**config.mk**
```make
export PLATFORM = sky130hd
export DESIGN_NAME = div_sequencer
export DESIGN_NICKNAME = d
export VERILOG_FILES = /design/src/rtl/cpu_pkg.sv /design/src/rtl/div_sequencer_latency_counter.sv /design/src/rtl/div_sequencer.sv
export SDC_FILE = /design/constraint.sdc
export NUM_CORES = 1
export LEC_CHECK = 0
export CORE_ASPECT_RATIO = 1.25
export CORE_MARGIN = 3
export CORE_UTILIZATION = 43
export DETAILED_ROUTE_END_ITERATION = 10
export GPL_TIMING_DRIVEN = 0
export MAX_ROUTING_LAYER = met4
export PLACE_DENSITY_LB_ADDON = 0.05
export SYNTH_ARGS = -nofsm -noshare
export SYNTH_HDL_FRONTEND = slang
export SYNTH_HIERARCHICAL = 1
export SYNTH_SLANG_ARGS = --single-unit
```
**constraint.sdc**
```tcl
create_clock -name clock -period 2.73 [get_ports clock]
set_clock_uncertainty 0.15 [all_clocks]
set_input_delay 0.546 -clock clock [delete_from_list [all_inputs] [get_ports clock]]
set_output_delay 0.546 -clock clock [all_outputs]
set_load 0.01 [all_outputs]
```
**src/rtl/cpu_pkg.sv**
```systemverilog
// cpu_pkg: shared divider defaults and div_sequencer state encoding
package cpu_pkg;
  localparam int DATA_WIDTH_DEF = 16;
  localparam int DIV_LATENCY_DEF = 8;
  typedef enum logic [2:0] {
    S_IDLE,
    S_CLEAR,
    S_RUN,
    S_CAPTURE,
    S_DONE
  } div_state_e;
endpackage

```
**src/rtl/div_sequencer_latency_counter.sv**
```systemverilog
// latency_counter: loadable down-counter with zero flag, parked at zero
module latency_counter #(
  parameter int WIDTH = 4
) (
  input  logic             clock,
  input  logic             reset,
  input  logic             load,
  input  logic [WIDTH-1:0] value,
  input  logic             dec,
  output logic [WIDTH-1:0] count,
  output logic             zero
);
  assign zero = count == '0;
  // load wins over decrement; never wraps below zero
  always_ff @(posedge clock) begin
    if (reset) count <= '0;
    else if (load) count <= value;
    else if (dec && !zero) count <= count - 1'b1;
  end
endmodule

```
**src/rtl/div_sequencer.sv**
```systemverilog
// div_sequencer: drives a pipelined divider through clear/run/capture with a busy/done handshake (optional DIV_ZERO_CHECK_EN)
module div_sequencer
  import cpu_pkg::*;
#(
  parameter int DATA_WIDTH = DATA_WIDTH_DEF,
  parameter int DIV_LATENCY = DIV_LATENCY_DEF
) (
  input  logic                  clock,
  input  logic                  reset,
  input  logic                  start,
  input  logic [DATA_WIDTH-1:0] numer,
  input  logic [DATA_WIDTH-1:0] denom,
  output logic [DATA_WIDTH-1:0] div_numer,
  output logic [DATA_WIDTH-1:0] div_denom,
  output logic                  dclken,
  output logic                  daclr,
  input  logic [DATA_WIDTH-1:0] divq,
  input  logic [DATA_WIDTH-1:0] divr,
  output logic                  busy,
  output logic                  done,
  output logic [DATA_WIDTH-1:0] quot,
  output logic [DATA_WIDTH-1:0] rem,
  output logic                  dz_err
);
  localparam int CW = $clog2(DIV_LATENCY + 1);
  if (DIV_LATENCY < 1 || DIV_LATENCY > 64) begin : g_bad_latency
    $error("div_sequencer: DIV_LATENCY must be within 1..64");
  end
  div_state_e state, state_n;
  logic [CW-1:0] count;
  logic zero;
  logic dz_start, dz_cap;
`ifdef DIV_ZERO_CHECK_EN
  assign dz_start = denom == '0;
  assign dz_cap = div_denom == '0;
`else
  assign dz_start = 1'b0;
  assign dz_cap = 1'b0;
`endif
  latency_counter #(.WIDTH(CW)) u_cnt (
    .clock(clock),
    .reset(reset),
    .load(state == S_CLEAR),
    .value(CW'(DIV_LATENCY - 1)),
    .dec(state == S_RUN),
    .count(count),
    .zero(zero)
  );
  // next state; a zero denominator (when checked) bypasses the divider entirely
  always_comb begin
    state_n = state;
    unique case (state)
      S_IDLE:    state_n = start ? (dz_start ? S_CAPTURE : S_CLEAR) : S_IDLE;
      S_CLEAR:   state_n = S_RUN;
      S_RUN:     state_n = zero ? S_CAPTURE : S_RUN;
      S_CAPTURE: state_n = S_DONE;
      default:   state_n = S_IDLE;
    endcase
  end
  // state plus registered outputs decoded from the upcoming state
  always_ff @(posedge clock) begin
    if (reset) begin
      state <= S_IDLE;
      div_numer <= '0;
      div_denom <= '0;
      quot <= '0;
      rem <= '0;
      dclken <= 1'b0;
      daclr <= 1'b1;
      busy <= 1'b0;
      done <= 1'b0;
      dz_err <= 1'b0;
    end else begin
      state <= state_n;
      dclken <= state_n == S_RUN;
      daclr <= state_n == S_CLEAR;
      busy <= state_n != S_IDLE;
      done <= state_n == S_DONE;
      if (state == S_IDLE && start) begin
        div_numer <= numer;
        div_denom <= denom;
        dz_err <= 1'b0;
      end
      if (state == S_CAPTURE) begin
        quot <= dz_cap ? '1 : divq;
        rem <= dz_cap ? div_numer : divr;
        dz_err <= dz_cap;
      end
    end
  end
endmodule

```
==> flow_summary.toml, run 1 <==
[outcome]
status = "completed"

[clock_tree]
cts_tree = "built"
insertion_delay_ns = 0.34
cts-resized-gates = 0
post-cts-setup-buffer-count = 0
htreeDepth = 3
cts_buffer_depth = 2
path_clk_slew_ns = 0.08
clock-sinks = 75
cts_buffers = 9
ctsHoldBuffers = 0
clockRootBuffer = "clkbuf_8"

[setup_path]
cp_common_cell = "buf_2"
worstPathRequired_ns = 2.80
worst-setup-path-type = "input pin to flop"
cp_slowest_cell = "clkdlybuf4s50_1"
rr_worst_depth = 6
arrival_ns = 2.31
startpoint_type = "input pin"
path_cells = "clkdlybuf4s50_1 > buf_2 > buf_2 > clkbuf_1 > nand2b_1 > mux2i_1"
cp.depth = 6
path_max_fanout = 10
cp-end-kind = "flop"
crit_buf_inv = 4
crit_family = "buffers and inverters"
slowest_delay_ns = 0.66

[global_routing]
grt_pass1_vias = 2826
grt_pass1_wl_mm = 13.4
antenna_found_initial = 0
grt_max_degree = 13
grt-ovfl-total = 0
grt_usage = 0.190

[routing]
vias_per_cell = 4.76
drcViolationCount = 0
vias = 2758
wirelength_mm = 8.09
drt_iter0_markers = 98
firstDrtPassIters = 4
final_antenna_net_count = 0
wire_per_inst_um = 14.0

[synthesis]
yosys_warnings = 6
synth.avg_cell_area_um2 = 10.2
yosys_most_used_dff = "dfxtp_1"
synth_area_mm2 = 0.00340
synth.area.top_cells = "dfxtp_1 (44%), nand2b_1 (24%), mux2i_1 (19%)"
synthArstFlopShare = 0
synthCells = 335
synth_common_cells = "nand2b_1 (130), dfxtp_1 (75), mux2i_1 (65)"
synth_cell_types = 30
synth_seq_cells = 75
synth_seq_area_share = 0.442
synth_edf_count = 0
post-synth-top-count-cell = "nand2b_1"
yosysTopAreaCell = "dfxtp_1"
yosys.area.top_type_share = 0.442

[cells_and_area]
multi_input_area_mm2 = 0.00176
drive_above_1_share = 0.0637
nets = 551
n_fill_cell = 630
area_growth_pct = 49.5
diodes = 0
regArea_mm2 = 0.00150

[floorplan]
num_rows = 35
start_util = 0.451
dieArea_mm2 = 0.00902
fp.dieH_um = 105
coreArea_mm2 = 0.00753
io-pin-count = 136
die_w_um = 85.5

[sta]
slew_headroom = 0.642
final-setup-viol-count = 0
hold_viol = 0
tns_ns = 0
rsz0062_at_grt = "false"
finalCritPeriodShare = 0.821
worst_slew_pin_slew_ns = 0.535
max_freq_ghz = 0.446
whs_ns = 0.320
period_minus_slack_ns = 2.24
drv_slew = 0

[placed_design]
portBuffers = 134
place_hpwl_mm = 6.07
gp_congestion = 0.762

[flow_run]
cap_violations = 0

[worst_hold_path]
hp-class = "flop to flop"
hold_depth = 2

[power]
p_leak_nw = 1.87
ir_worst_vdd_uv = 270
p_per_area_mw_per_mm2 = 530
==> placed cells by master (no fill, tap or decap), types with 2 or more instances in the layout <==
cell,n
a211oi_1,3
a311oi_1,2
buf_2,3
buf_4,5
buf_6,3
bufinv_16,2
clkbuf_1,13
clkbuf_8,10
clkdlybuf4s50_1,134
clkinv_2,2
conb_1,5
dfxtp_1,75
inv_1,4
mux2i_1,65
nand2_1,3
nand2b_1,130
nor2_1,7
nor2b_1,2
nor3_1,3
==> cell families after synthesis <==
group / count (synthesis) / share of synthesized area
AO/OA/AOI/OAI: 9 / 0.0265
adder cells (fa/ha/maj): 1 / 0.00368
buffers and inverters: 28 / 0.0441
flip-flops: 75 / 0.442
multiplexers: 65 / 0.191
other: 2 / 0.00221
AND/OR/NAND/NOR: 155 / 0.291
==> per-layer routing <==
layer | part of all wire | track usage
met1 | 0.42 | 0.230
met2 | 0.50 | 0.303
met3 | 0.071 | 0.0532
met4 | 0.013 | 0.0611
met5 | 0 | -
==> through the flow <==
step / cell area, um^2 / instances / utilization / power (W) / worst slack, ns
after floorplan: 3410 / 338 / - / 0.00152 / 0.844
after global placement: 4870 / 564 / 0.646 / 0.00177 / 0.148
after detailed placement: 4870 / 564 / 0.646 / 0.00179 / 0.125
after CTS: 5080 / 579 / 0.675 / 0.00273 / 0.487
after global routing: 5080 / 579 / 0.675 / 0.00282 / 0.334
final: 5080 / 579 / 0.675 / 0.00269 / 0.489
==> worst min-delay path, delay by kind of cell, from the launching register on <==
kind | cells | cell delay (ns)
flip-flops | 1 | 0.32
multiplexers | 1 | 0.05
AND/OR/NAND/NOR | 1 | 0.06
==> registers in the layout, indices dropped and copies added, names as in the netlist <==
name	count
dclken	1
quot	16
rem	16
div_numer	16
done	1
div_denom	16
busy	1
u_cnt/count	4
state	3
daclr	1
==> worst paths after layout <==
check                               startpoint       endpoint  slack, ns
worst max-delay path                     reset   div_numer[3]       0.49
worst min-delay path             div_denom[14]  div_denom[14]       0.32
worst max register to register  u_cnt/count[1]       state[0]       0.69
worst min register to register   div_denom[14]  div_denom[14]       0.32
==> report_power, final <==
group,internal [W],switching (W),total (W)
registers,0.00117,0.0000441,0.00121
logic,0.000329,0.000219,0.000548
clock network,0.000532,0.000403,0.000935
total,0.00203,0.000667,0.00269
==> final cells by class <==
class	count	area share
multi-input cells	235	0.346
flip-flops and latches	75	0.295
repair buffers	134	0.264
clock buffers	10	0.0271
plain buffers	24	0.0266
well taps	92	0.0226
clock inverters	5	0.0153
inverters	4	0.00295
Note: power is estimated with default switching activity, not from simulation.
==> inputs of run 2 (changes only) <==
clock period = 2.1 ns   (was 2.73 ns; I/O delays follow)
==> run 2 against run 1 <==
Cell count did not move. Sequential share of layout area decreased by 0.080 points. Utilization grew 0.18 points. Clock-buffer cell count did not move. Via count fell by 0.54%. Flip-flop and latch count did not move. Combinational power is 31% higher. Register-to-register slack got worse by 0.63 ns. Non-clock buffer count unchanged. First-iteration DRC count is 13% lower. Sequential power rose by 30%. Total power rose by 30%. Largest power group unchanged.
==> flow_summary.toml, run 2 (synthesis results as in run 1) <==
[clock_tree]
cts_buffers = 9
ctsHoldBuffers = 0
cts_buffer_depth = 2
htreeDepth = 3
clockRootBuffer = "clkbuf_8"
insertion_delay_ns = 0.34
path_clk_slew_ns = 0.08
cts_tree = "built"
clock-sinks = 75

[setup_path]
rr_worst_depth = 6
startpoint_type = "flop"
slowest_delay_ns = 0.47
path_cells = "inv_1 > ha_2 > or3b_4 > inv_1 > or4bb_1 > a21oi_1"
arrival_ns = 2.15
path_max_fanout = 5
cp_slowest_cell = "or4bb_1"
worstPathRequired_ns = 2.21
worst-setup-path-type = "flop to flop"
cp.depth = 6
cp_common_cell = "inv_1"
cp-end-kind = "flop"
crit_family = "simple AND/OR/NAND/NOR gates"
crit_buf_inv = 2

[global_routing]
grt_max_degree = 13
grt_usage = 0.190
grt_pass1_vias = 2825
grt-ovfl-total = 0
grt_pass1_wl_mm = 13.4
antenna_found_initial = 0

[placed_design]
portBuffers = 134
place_hpwl_mm = 6.07
gp_congestion = 0.762
dp_slack_ns = -0.379
post_dp_cell_area_mm2 = 0.00487

[sta]
rsz0062_at_grt = "false"
hold_viol = 0
final-setup-viol-count = 0
finalCritPeriodShare = 0.969
period_minus_slack_ns = 2.04
max_freq_ghz = 0.491
fin_ws_ns = 0.0646
drv_slew = 0

[floorplan]
dieArea_mm2 = 0.00902
io-pin-count = 136
num_rows = 35
coreArea_mm2 = 0.00753
start_util = 0.451
fp.dieH_um = 105
die_w_um = 85.5

[cells_and_area]
layout_common_cells = "clkdlybuf4s50_1 (133), nand2b_1 (130), dfxtp_1 (75)"
area_growth_pct = 49.9
n_fill_cell = 630
final_util = 0.677
final_area_mm2 = 0.00510
drive_above_1_share = 0.0780
diodes = 0
final_common_cell = "clkdlybuf4s50_1"
nets = 551

[worst_hold_path]
hp-class = "flop to flop"
hold_depth = 2

[routing]
vias_per_cell = 4.74
wirelength_mm = 8.13
final_antenna_net_count = 0
drcViolationCount = 0
wire_per_inst_um = 14.0
drt_iter0_markers = 85
firstDrtPassIters = 4
vias = 2743

[power]
ir_worst_vdd_uv = 352
p_leak_nw = 1.89
power_w = 0.00350
p_per_area_mw_per_mm2 = 687

[outcome]
status = "completed"

[flow_run]
cap_violations = 0
[run 2: cell types whose count changed in the layout (fill, tap and decap cells not counted), sizes merged]
cell / delta
clkdlybuf4s50: -1
dlymetal6s2s: +1
[run 2: path summary, 6_finish.rpt]
kind	startpoint	end	slack, ns
hold reg to reg	div_denom[14]	div_denom[14]	0.32
setup reg to reg	u_cnt/count[1]	state[0]	0.06
setup / recovery	u_cnt/count[1]	state[0]	0.06
hold / removal	div_denom[14]	div_denom[14]	0.32
[run 2: report_power, final]
| part | total, W | internal (W) | leakage, nW | switching, W |
|---|---|---|---|---|
| sequential | 0.00157 | 0.00151 | 0.612 | 0.0000574 |
| clock | 0.00121 | 0.000691 | 0.108 | 0.000520 |
| combinational | 0.000716 | 0.000430 | 1.17 | 0.000286 |
[run 2: timing repair]
item,4_1_cts,5_1_grt
setup buffers,0,0
resized for setup,3,7
setup endpoints to repair,5,27
[run 2: final cells by class]
class                      instances  area [um^2]  share of cell area
multi-input combinational        235         1770               0.346
sequential                        75         1500               0.295
timing repair buffer             134         1340               0.264
buffer                            24          141              0.0277
clock buffer                      10          138              0.0270
tap                               92          115              0.0226
clock inverter                     5         77.6              0.0152
inverter                           4         15.0             0.00295
[run 2: worst register-to-register path: stages, from the launching register on]
cell and delay [ns]:
dfxtp_1 0.32, inv_1 0.12, ha_2 0.23, or3b_4 0.43
inv_1 0.09, or4bb_1 0.47, a21oi_1 0.15
[run 2: layer usage]
layer | share of wire | up-vias | track usage
li1 | - | 1376 | -
met1 | 0.43 | 1276 | 0.230
met2 | 0.49 | 81 | 0.303
met3 | 0.068 | 10 | 0.0532
met4 | 0.011 | 0 | 0.0611
met5 | 0 | - | -
[run 2: metrics by stage]
| step | TNS [ns] | instances | hold slack, ns |
|---|---|---|---|
| finish | 0 | 579 | 0.320 |
| global route | 0 | 579 | 0.339 |
| CTS | 0 | 579 | 0.324 |
| detailed placement | -18.27 | 564 | 0.312 |
| global placement | -17.33 | 564 | 0.306 |
| floorplan | 0 | 338 | 0.334 |
